**src/rtl/hazard_controller_if.sv**
```systemverilog
// Decode-side bundle between the pipeline and the hazard controller.
interface hazard_controller_if;
    logic        id_valid;
    logic [31:0] id_instr;
    logic        redirect;
    logic        issue;
    logic        stall;
    logic        flush;
    logic        ex_bubble;
    logic [1:0]  state;
    logic [15:0] stall_count;
    logic [15:0] flush_count;

    modport master (
        output id_valid, id_instr, redirect,
        input  issue, stall, flush, ex_bubble, state, stall_count, flush_count
    );

    modport slave (
        input  id_valid, id_instr, redirect,
        output issue, stall, flush, ex_bubble, state, stall_count, flush_count
    );
endinterface

```
**src/rtl/hazard_controller.sv**
```systemverilog
// Sequencing controller beside decode: stalls on RAW hazards against the
// EX/MEM/WB destination scoreboard (no forwarding), squashes wrong-path
// instructions after a redirect, and keeps saturating stall/flush statistics.
module hazard_controller #(
    parameter int unsigned FLUSH_CYCLES = 1
) (
    input logic                clock,
    input logic                reset_n,
    hazard_controller_if.slave bus
);
    typedef enum logic [1:0] {
        RUN   = 2'b00,
        STALL = 2'b01,
        FLUSH = 2'b10
    } state_t;

    typedef struct packed {
        logic       valid;
        logic [4:0] rd;
    } slot_t;

    localparam slot_t      EMPTY      = '{valid: 1'b0, rd: 5'd0};
    localparam logic [2:0] FLUSH_LOAD = 3'(FLUSH_CYCLES);

    state_t      state_q;
    logic [2:0]  flush_left;
    slot_t       slot_ex, slot_mem, slot_wb;
    logic [15:0] stall_cnt;
    logic [15:0] redirect_cnt;

    logic [6:0]  opcode;
    logic [4:0]  rd, rs1, rs2;
    logic        writes_rd, reads_rs1, reads_rs2;
    logic        rs1_hit, rs2_hit;
    logic        hazard, squash;
    logic        issue_c, stall_c;
    logic        unused_fields;

    assign opcode = bus.id_instr[6:0];
    assign rd     = bus.id_instr[11:7];
    assign rs1    = bus.id_instr[19:15];
    assign rs2    = bus.id_instr[24:20];
    assign unused_fields = ^{bus.id_instr[31:25], bus.id_instr[14:12]};

    function automatic logic pending(input logic [4:0] rs, input slot_t s);
        return s.valid && (s.rd == rs);
    endfunction

    // Decode which register fields the ID instruction actually uses.
    always_comb begin
        // NOTE: every output gets a default first, so no path can infer a latch.
        writes_rd = 1'b0;
        reads_rs1 = 1'b0;
        reads_rs2 = 1'b0;
        case (opcode)
            7'b0110011: begin writes_rd = 1'b1; reads_rs1 = 1'b1; reads_rs2 = 1'b1; end // OP
            7'b0010011,                                                                 // OP-IMM
            7'b0000011,                                                                 // LOAD
            7'b1100111: begin writes_rd = 1'b1; reads_rs1 = 1'b1; end                   // JALR
            7'b0100011,                                                                 // STORE
            7'b1100011: begin reads_rs1 = 1'b1; reads_rs2 = 1'b1; end                   // BRANCH
            7'b1101111,                                                                 // JAL
            7'b0110111,                                                                 // LUI
            7'b0010111: writes_rd = 1'b1;                                               // AUIPC
            default:    ;
        endcase
    end

    // WB counts as a hit because the register file has no write-through.
    assign rs1_hit = reads_rs1 && (rs1 != 5'd0) &&
                     (pending(rs1, slot_ex) || pending(rs1, slot_mem) || pending(rs1, slot_wb));
    assign rs2_hit = reads_rs2 && (rs2 != 5'd0) &&
                     (pending(rs2, slot_ex) || pending(rs2, slot_mem) || pending(rs2, slot_wb));

    // Everything is gated by reset_n so the outputs are quiet while reset is held.
    assign hazard  = reset_n && bus.id_valid && (rs1_hit || rs2_hit);
    assign squash  = reset_n && (bus.redirect || (state_q == FLUSH));
    assign stall_c = !squash && hazard;
    assign issue_c = !squash && !hazard && reset_n && bus.id_valid;

    assign bus.issue       = issue_c;
    assign bus.stall       = stall_c;
    assign bus.flush       = squash;
    assign bus.ex_bubble   = squash || hazard;
    assign bus.state       = state_q;
    assign bus.stall_count = stall_cnt;
    assign bus.flush_count = redirect_cnt;

    // Sequencing FSM: redirect (re)arms the flush window, otherwise track stalls.
    always_ff @(posedge clock or negedge reset_n) begin
        if (!reset_n) begin
            state_q    <= RUN;
            flush_left <= 3'd0;
        end else if (bus.redirect && (FLUSH_CYCLES != 0)) begin
            // NOTE: non-blocking so every register samples pre-edge values.
            state_q    <= FLUSH;
            flush_left <= FLUSH_LOAD;
        end else if (state_q == FLUSH) begin
            if (flush_left <= 3'd1) begin
                state_q    <= RUN;
                flush_left <= 3'd0;
            end else begin
                flush_left <= flush_left - 3'd1;
            end
        end else begin
            state_q <= stall_c ? STALL : RUN;
        end
    end

    // Destination scoreboard: older slots always drain, EX takes only issued work.
    always_ff @(posedge clock or negedge reset_n) begin
        if (!reset_n) begin
            slot_ex  <= EMPTY;
            slot_mem <= EMPTY;
            slot_wb  <= EMPTY;
        end else begin
            slot_wb  <= slot_mem;
            slot_mem <= slot_ex;
            slot_ex  <= issue_c ? '{valid: writes_rd && (rd != 5'd0), rd: rd} : EMPTY;
        end
    end

    // Saturating statistics: stall cycles and redirect events.
    always_ff @(posedge clock or negedge reset_n) begin
        if (!reset_n) begin
            stall_cnt    <= 16'd0;
            redirect_cnt <= 16'd0;
        end else begin
            if (stall_c && (stall_cnt != 16'hFFFF)) begin
                stall_cnt <= stall_cnt + 16'd1;
            end
            if (bus.redirect && (redirect_cnt != 16'hFFFF)) begin
                redirect_cnt <= redirect_cnt + 16'd1;
            end
        end
    end
endmodule

```
**src/flat_wrapper.sv**
```systemverilog
// flat-port wrapper written by rule: the top's interface ports become plain ports
module hazard_controller_flat 
#(
    parameter int unsigned FLUSH_CYCLES = 1
)
  (clock, reset_n, bus_id_valid, bus_id_instr, bus_redirect, bus_issue, bus_stall, bus_flush, bus_ex_bubble, bus_state, bus_stall_count, bus_flush_count);
  hazard_controller_if bus_i ();
  input logic clock;
  input logic reset_n;
  input wire logic [$bits(bus_i.id_valid)-1:0] bus_id_valid;
  input wire logic [$bits(bus_i.id_instr)-1:0] bus_id_instr;
  input wire logic [$bits(bus_i.redirect)-1:0] bus_redirect;
  output wire logic [$bits(bus_i.issue)-1:0] bus_issue;
  output wire logic [$bits(bus_i.stall)-1:0] bus_stall;
  output wire logic [$bits(bus_i.flush)-1:0] bus_flush;
  output wire logic [$bits(bus_i.ex_bubble)-1:0] bus_ex_bubble;
  output wire logic [$bits(bus_i.state)-1:0] bus_state;
  output wire logic [$bits(bus_i.stall_count)-1:0] bus_stall_count;
  output wire logic [$bits(bus_i.flush_count)-1:0] bus_flush_count;
  assign bus_i.id_valid = bus_id_valid;
  assign bus_i.id_instr = bus_id_instr;
  assign bus_i.redirect = bus_redirect;
  assign bus_issue = bus_i.issue;
  assign bus_stall = bus_i.stall;
  assign bus_flush = bus_i.flush;
  assign bus_ex_bubble = bus_i.ex_bubble;
  assign bus_state = bus_i.state;
  assign bus_stall_count = bus_i.stall_count;
  assign bus_flush_count = bus_i.flush_count;
  hazard_controller #(.FLUSH_CYCLES(FLUSH_CYCLES)) u_core (.clock(clock), .reset_n(reset_n), .bus(bus_i));
endmodule
```
**config.mk**
```make
export PLATFORM = sky130hd
export DESIGN_NAME = hazard_controller_flat
export DESIGN_NICKNAME = d
export VERILOG_FILES = /design/src/rtl/hazard_controller_if.sv /design/src/rtl/hazard_controller.sv /design/src/flat_wrapper.sv
export SDC_FILE = /design/constraint.sdc
export NUM_CORES = 1
export LEC_CHECK = 0
export ABC_AREA = 1
export BUFFER_PORTS_ARGS = -buffer_cell sky130_fd_sc_hd__buf_2
export CAP_MARGIN = 10
export CORE_MARGIN = 4
export CORE_UTILIZATION = 51
export CTS_BUF_LIST = sky130_fd_sc_hd__clkbuf_2 sky130_fd_sc_hd__clkbuf_4 sky130_fd_sc_hd__clkbuf_8
export CTS_CLUSTER_DIAMETER = 30
export DETAILED_ROUTE_END_ITERATION = 6
export PLACE_DENSITY_LB_ADDON = 0.1
export SYNTH_ARGS = -nofsm -noshare
export SYNTH_HDL_FRONTEND = slang
export SYNTH_SLANG_ARGS = --single-unit
```
**constraint.sdc**
```tcl
create_clock -name clock -period 1.49 [get_ports clock]
set_input_delay 0.2235 -clock clock [delete_from_list [all_inputs] [get_ports clock]]
set_output_delay 0.2235 -clock clock [all_outputs]
set_load 0.05 [all_outputs]
```
== After elaboration in Yosys (flattened, before gate mapping) ==
Index checks and enable logic that the tools add are counted.

* Bits of input ports: 36
* Output and inout bits: 38
* Bits in registers: 55
* Logic and storage cells: 80

* Reductions and logical operators: 36
* Add/subtract/negate cells: 3
* Equal/unequal tests: 19
* Magnitude comparators: 1
* Mux-type cells: 11

{| class="wikitable"
|+ Operator list
! operator !! number
|-
| $add 16x1->16 const B || 2
|-
| $ne 16x16->1 const B || 2
|-
| $eq 5x5->1 || 6
|-
| $eq 7x6->1 const B || 3
|-
| $eq 7x7->1 const B || 3
|-
| $logic_and 1x1->1 || 20
|-
| $reduce_bool 5->1 || 3
|-
| $eq 7x5->1 const B || 2
|-
| $mux 3 || 3
|-
| $eq 7x2->1 const B || 1
|-
| $logic_or 1x1->1 || 7
|-
| $reduce_or 7->1 || 1
|-
| $mux 2 || 3
|-
| $mux 6 || 1
|-
| $reduce_or 6->1 || 1
|-
| $mux 1 || 4
|-
| $le 3x1->1 const B || 1
|-
| $ne 3x3->1 const B || 1
|-
| $reduce_or 3->1 || 1
|-
| $sub 3x1->3 const B || 1
|-
| $eq 2x2->1 const B || 1
|-
| $logic_not 1->1 || 2
|-
| $reduce_bool 2->1 || 1
|}

== Depth between registers and ports, before layout ==
* Word-level depth: 12
* Depth in mapped cells: 14
* Depth with buffers taken out: 13

== Worst setup path before layout ==
No wires, ideal clock.

* Path kind: reg-to-output
* Start: reg u_core.state_q[0], in the netlist u_core.bus.state[0]
* End: out bus_stall
* Required time: 1266 ps
* Arrival: 2132 ps
* Cell stages (with the launch flop): 5
* Buffers on the path: 0
* Path slack: -866 ps
* Path through: dfrtp_1 > nor2_1 > nor2_1 > inv_1 > a211oi_1

* Cells in the longest elaborated chain, start to end: 5

{| class="wikitable"
|+ Ends and longest elaborated chain
! element !! line !! text
|-
| start, declared || hazard_controller.sv:25 || <nowiki>state_t state_q;</nowiki>
|-
| start signal, assigned || hazard_controller.sv:106 || <nowiki>state_q <= stall_c ? STALL : RUN;</nowiki>
|-
| $eq 2x2->1 || hazard_controller.sv:77 || <nowiki>assign squash = reset_n && (bus.redirect || (state_q == FLUSH));</nowiki>
|-
| $logic_or 1x1->1 || hazard_controller.sv:77 ||
|-
| $logic_and 1x1->1 || hazard_controller.sv:77 ||
|-
| $logic_not 1->1 || hazard_controller.sv:78 || <nowiki>assign stall_c = !squash && hazard;</nowiki>
|-
| $logic_and 1x1->1 || hazard_controller.sv:78 ||
|-
| end, declared || flat_wrapper.sv:14 || <nowiki>output wire logic [$bits(bus_i.stall)-1:0] bus_stall;</nowiki>
|}

No other way between the ends.

== Worst setup path in the final report ==
* Start: reg u_core.slot_mem[1] in the netlist's numbering
* End: out bus_issue

* Cells in the longest elaborated chain, start to end: 11
* Elaborated cells between the ends (all ways): 16
* Those cells by class: eq/ne (2); reduce/logical (14)

{| class="wikitable"
|+ Ends and longest elaborated chain
! element !! line !! text
|-
| start, declared || hazard_controller.sv:27 || <nowiki>slot_t slot_ex, slot_mem, slot_wb;</nowiki>
|-
| start signal, assigned || hazard_controller.sv:118 || <nowiki>slot_mem <= slot_ex;</nowiki>
|-
| $eq 5x5->1 || hazard_controller.sv:46 || <nowiki>return s.valid && (s.rd == rs);</nowiki>
|-
| $logic_and 1x1->1 || hazard_controller.sv:46 ||
|-
| $logic_or 1x1->1, on equally long branches (2 in series) || hazard_controller.sv:71, hazard_controller.sv:73 ||
|-
| $logic_and 1x1->1, on equally long branches || hazard_controller.sv:70, hazard_controller.sv:72 ||
|-
| $logic_or 1x1->1 * || hazard_controller.sv:76 || <nowiki>assign hazard = reset_n && bus.id_valid && (rs1_hit || rs2_hit);</nowiki>
|-
| $logic_and 1x1->1 * || hazard_controller.sv:76 ||
|-
| $logic_not 1->1 * || hazard_controller.sv:79 || <nowiki>assign issue_c = !squash && !hazard && reset_n && bus.id_valid;</nowiki>
|-
| $logic_and 1x1->1 * (3 in series) || hazard_controller.sv:79 ||
|-
| end, declared || flat_wrapper.sv:13 || <nowiki>output wire logic [$bits(bus_i.issue)-1:0] bus_issue;</nowiki>
|}

Mark *: on every way between the ends. The rest lies on a longest branch, timed or not.

==> out/results.tsv <==
stage	metric	value	unit
status	outcome	complete, but fails checks	
status	failing checks	setup timing	
place	Placer Congestion	0.903	
floorplan	initial core utilization	0.535	
floorplan	Core Region	0.00603	mm^2
routing	vias	3332	
critical_path	crit-path max cell delay	0.43	ns
routing	1st-iter DRT viols	164	
routing	Top Metal Used	met4	
logic_synthesis	register area share after synthesis	0.427	
floorplan	# rows	28	
power	Sw Share	0.368	
logic_synthesis	Cells after Synth	443	
layout	layout cell share with drive strength beyond 1	0.444	
sta	Setup Viol. Count Final	34	
sta	Slew Limit Fails	0	
power	Pint	2490	uW
layout	n_diodes	0	
sta	Final period util	1.31	
power	P_leak	0.00249	uW
power	Flop pwr share	0.443	
sta	final period demand of the worst path	1.95	ns
layout	Final #Nets	616	
place	Placed Instances	630	
critical_path	crit path cell chain	nand2_1 -> nand2_2 -> nor2_2 -> nand3_2 -> nand3_2 -> nand2_4 -> nand2_4 -> nand2_4 -> nand3_4 -> clkinvlp_4 -> buf_8	
routing	# DRC	0	
routing	vias per std cell	5.11	
sta	Worst Tran Pin Value	0.679	ns
cts	clock slew at reported path FFs	0.09	ns
floorplan	die height	87.5	um
sta	worst hold margin	0.126	ns
floorplan	io pins	74	
global_routing	largest net degree at the start of global routing	54	
layout	final cell count without fillers	652	
power	switching power	1450	uW
logic_synthesis	YS warnings	0	
global_routing	first-pass GRT wire length	14900	um
power	Tot Pwr	3940	uW
sta	Final Hold Fails	0	
logic_synthesis	Netlist Area Pre-Place	0.00322	mm^2
critical_path	Setup CP Type	reg -> out	
place	Buffers on Ports	63	
critical_path	Worst setup SP type	flop	
cts	clk buf depth	2	
global_routing	vias in the first global route	3286	
power	clock power share	0.218	
cts	TritonCTS Sinks	55	
sta	sum of negative setup slack	-6.86	ns
critical_path	Crit-path slowest cell	dfrtp_1	
floorplan	die width	87.5	um
critical_path	CP arrival	1.73	ns
logic_synthesis	Avg Synthesized Cell Area	7.28	um^2
critical_path	FF-to-FF path depth	13	
logic_synthesis	Yosys top cell area share	0.427	
global_routing	global route overflow	0	
critical_path	R2R Setup Slk	-0.31	ns
routing	WL met2	4890	um
critical_path	CP endpoint kind	output port	
power	Power Dens Cells	830	mW/mm^2
cts	H-tree Lvls	2	
cts	Inserted Clock Buffers	5	
global_routing	GRT Util Overall	0.245	
cts	CTS tree	done	
logic_synthesis	leading post-synthesis cells by cell area	dfrtp_1 43%, nand2_1 19%, nor2_1 6.8%	
layout	cell area after layout	0.00474	mm^2
routing	1st-pass router iterations	4	
routing	number of routed nets with antenna violations	0	
routing	WL/cell	14.5	um
sta	Layout Skew	0.0122	ns
floorplan	die area	0.00766	mm^2
logic_synthesis	Net Count, Synth	483	
critical_path	CP Data Required Time	1.27	ns
routing	routed wire length	9420	um
logic_synthesis	synth unique cells	31	
logic_synthesis	flops & latches, synth	55	
power	Worst VDD drop	0.00126	V
sta	relative slew slack	0.547	
critical_path	CP Max Fanout	4	
worst_hold_path	Hold Crit Class	in -> async	
global_routing	initial antenna violation count	0	
routing	met3 WL	479	um
job	Max Cap Viol	0	
cts	worst skew pair latency	0.31	ns
critical_path	Most Frequent Cell on Critical Path	nand2_4	
sta	Final WS setup	-0.460	ns
logic_synthesis	Yosys top cell by area	dfrtp_1	
power	Logic pwr share	0.340	
cts	Root Driver	clkbuf_8	
place	area of placed instances	0.00418	mm^2
sta	highest clock rate	0.513	GHz
sta	unrepaired setup endpoints after global routing	yes	
routing	M1 WL	3830	um
layout	Area growth syn-to-layout	47.0	%
place	detailed placement HPWL	6390	um
-- cell usage after synthesis --
master and count:
a211oi_1 2, a21oi_1 2, a31oi_1 1, and3_1 1, buf_6 2, dfrtp_1 55
ha_1 4, inv_1 50, inv_2 10, mux2_2 1, nand2_1 162, nand2_2 4
nand2_4 1, nand3_1 26, nand3_2 2, nand3_4 1, nand4_1 9, nand4_2 1
nor2_1 58, nor2_2 1, nor2_4 1, nor3_1 5, nor3_4 1, nor3b_2 1
nor4_1 2, o2111ai_1 1, o21ai_0 5, o21ai_1 3, o22ai_1 1, xnor2_1 15
xor2_1 15
-- cells by family after synthesis --
kind of cell | Yosys count | share of synthesized area
muxes | 1 | 0.00349
xor gates and xnor gates | 30 | 0.0815
AOI/OAI and AO/OA | 15 | 0.0268
DFF | 55 | 0.427
adders and majority gates | 4 | 0.0155
and+or+nand+nor | 276 | 0.369
buffers and inverters | 62 | 0.0769
-- cell type report --
type | instances | area (um^2)
inverter | 60 | 235
clock inverter | 1 | 5.00
tap | 75 | 93.8
fill | 410 | 1290
timing repair buffer | 127 | 900
multi-input combinational | 327 | 2010
clock buffer | 7 | 83.8
sequential | 55 | 1410
-- stage by stage --
step / worst slack [ns] / utilization
global route: -0.589 / 0.787
finish: -0.460 / 0.787
global placement: -0.245 / 0.694
detailed placement: -0.276 / 0.694
CTS: -0.457 / 0.739
floorplan: -0.192 / -
-- metal layers --
metal / up-vias / global-route usage
met5: - / 0
met4: 0 / 0.0697
met3: 20 / 0.0435
met2: 94 / 0.430
met1: 1573 / 0.306
li1: 1645 / -
-- what timing repair did --
action | in CTS | in global routing
gates resized for setup | 32 | 60
gates cloned | 1 | 1
pin swaps | 15 | 35
endpoints found under the hold margin | 2 | 0
setup endpoints to repair | 39 | 41
setup buffers | 6 | 7
hold buffers | 1 | 0
-- placed cells by master (no fill, tap or decap), types with 3 or more instances in the layout --
cell	n
buf_2	59
buf_4	54
buf_6	7
buf_8	3
clkbuf_8	5
dfrtp_1	27
dfrtp_2	28
inv_1	36
inv_2	21
nand2_1	148
nand2_2	11
nand2_4	7
nand3_1	16
nand3_2	7
nand3_4	6
nand4_1	9
nor2_1	35
nor2_2	12
nor2_4	13
nor3_1	5
o21ai_0	5
o21ai_1	3
xnor2_1	13
xor2_1	15
-- flip-flops by register name, summed over array words and instances (netlist names) --
signal,flops
u_core.slot_wb,6
u_core.slot_mem,6
u_core.bus.state,2
u_core.bus.stall_count,16
u_core.bus.flush_count,16
u_core.slot_ex,6
u_core.flush_left,3
-- power by group through the flow --
stage	clock, uW	combinational, uW	sequential, uW
floorplan	0	346	2110
global placement	0	1150	1740
detailed placement	0	1170	1740
CTS	870	1230	1730
global route	943	1440	1760
finish	856	1340	1740
-- worst paths after layout --
kind	start	to
setup / recovery	u_core.slot_mem[1]	bus_issue
hold / removal	reset_n	u_core.slot_wb[4]
setup reg to reg	u_core.slot_mem[1]	u_core.bus.stall_count[15]
hold reg to reg	u_core.slot_ex[5]	u_core.slot_mem[5]
max in group asynchronous	reset_n	u_core.bus.state[0]
min in group clock	bus_id_instr[8]	u_core.slot_ex[1]
-- critical path: cells and delay by family, from the launching register on --
kind                   cells  cell delay (ns)
AND/OR/NAND/NOR            9             0.75
flip-flops                 1             0.43
buffers and inverters      2             0.24
No activity file was read; power rests on OpenSTA's default activity.
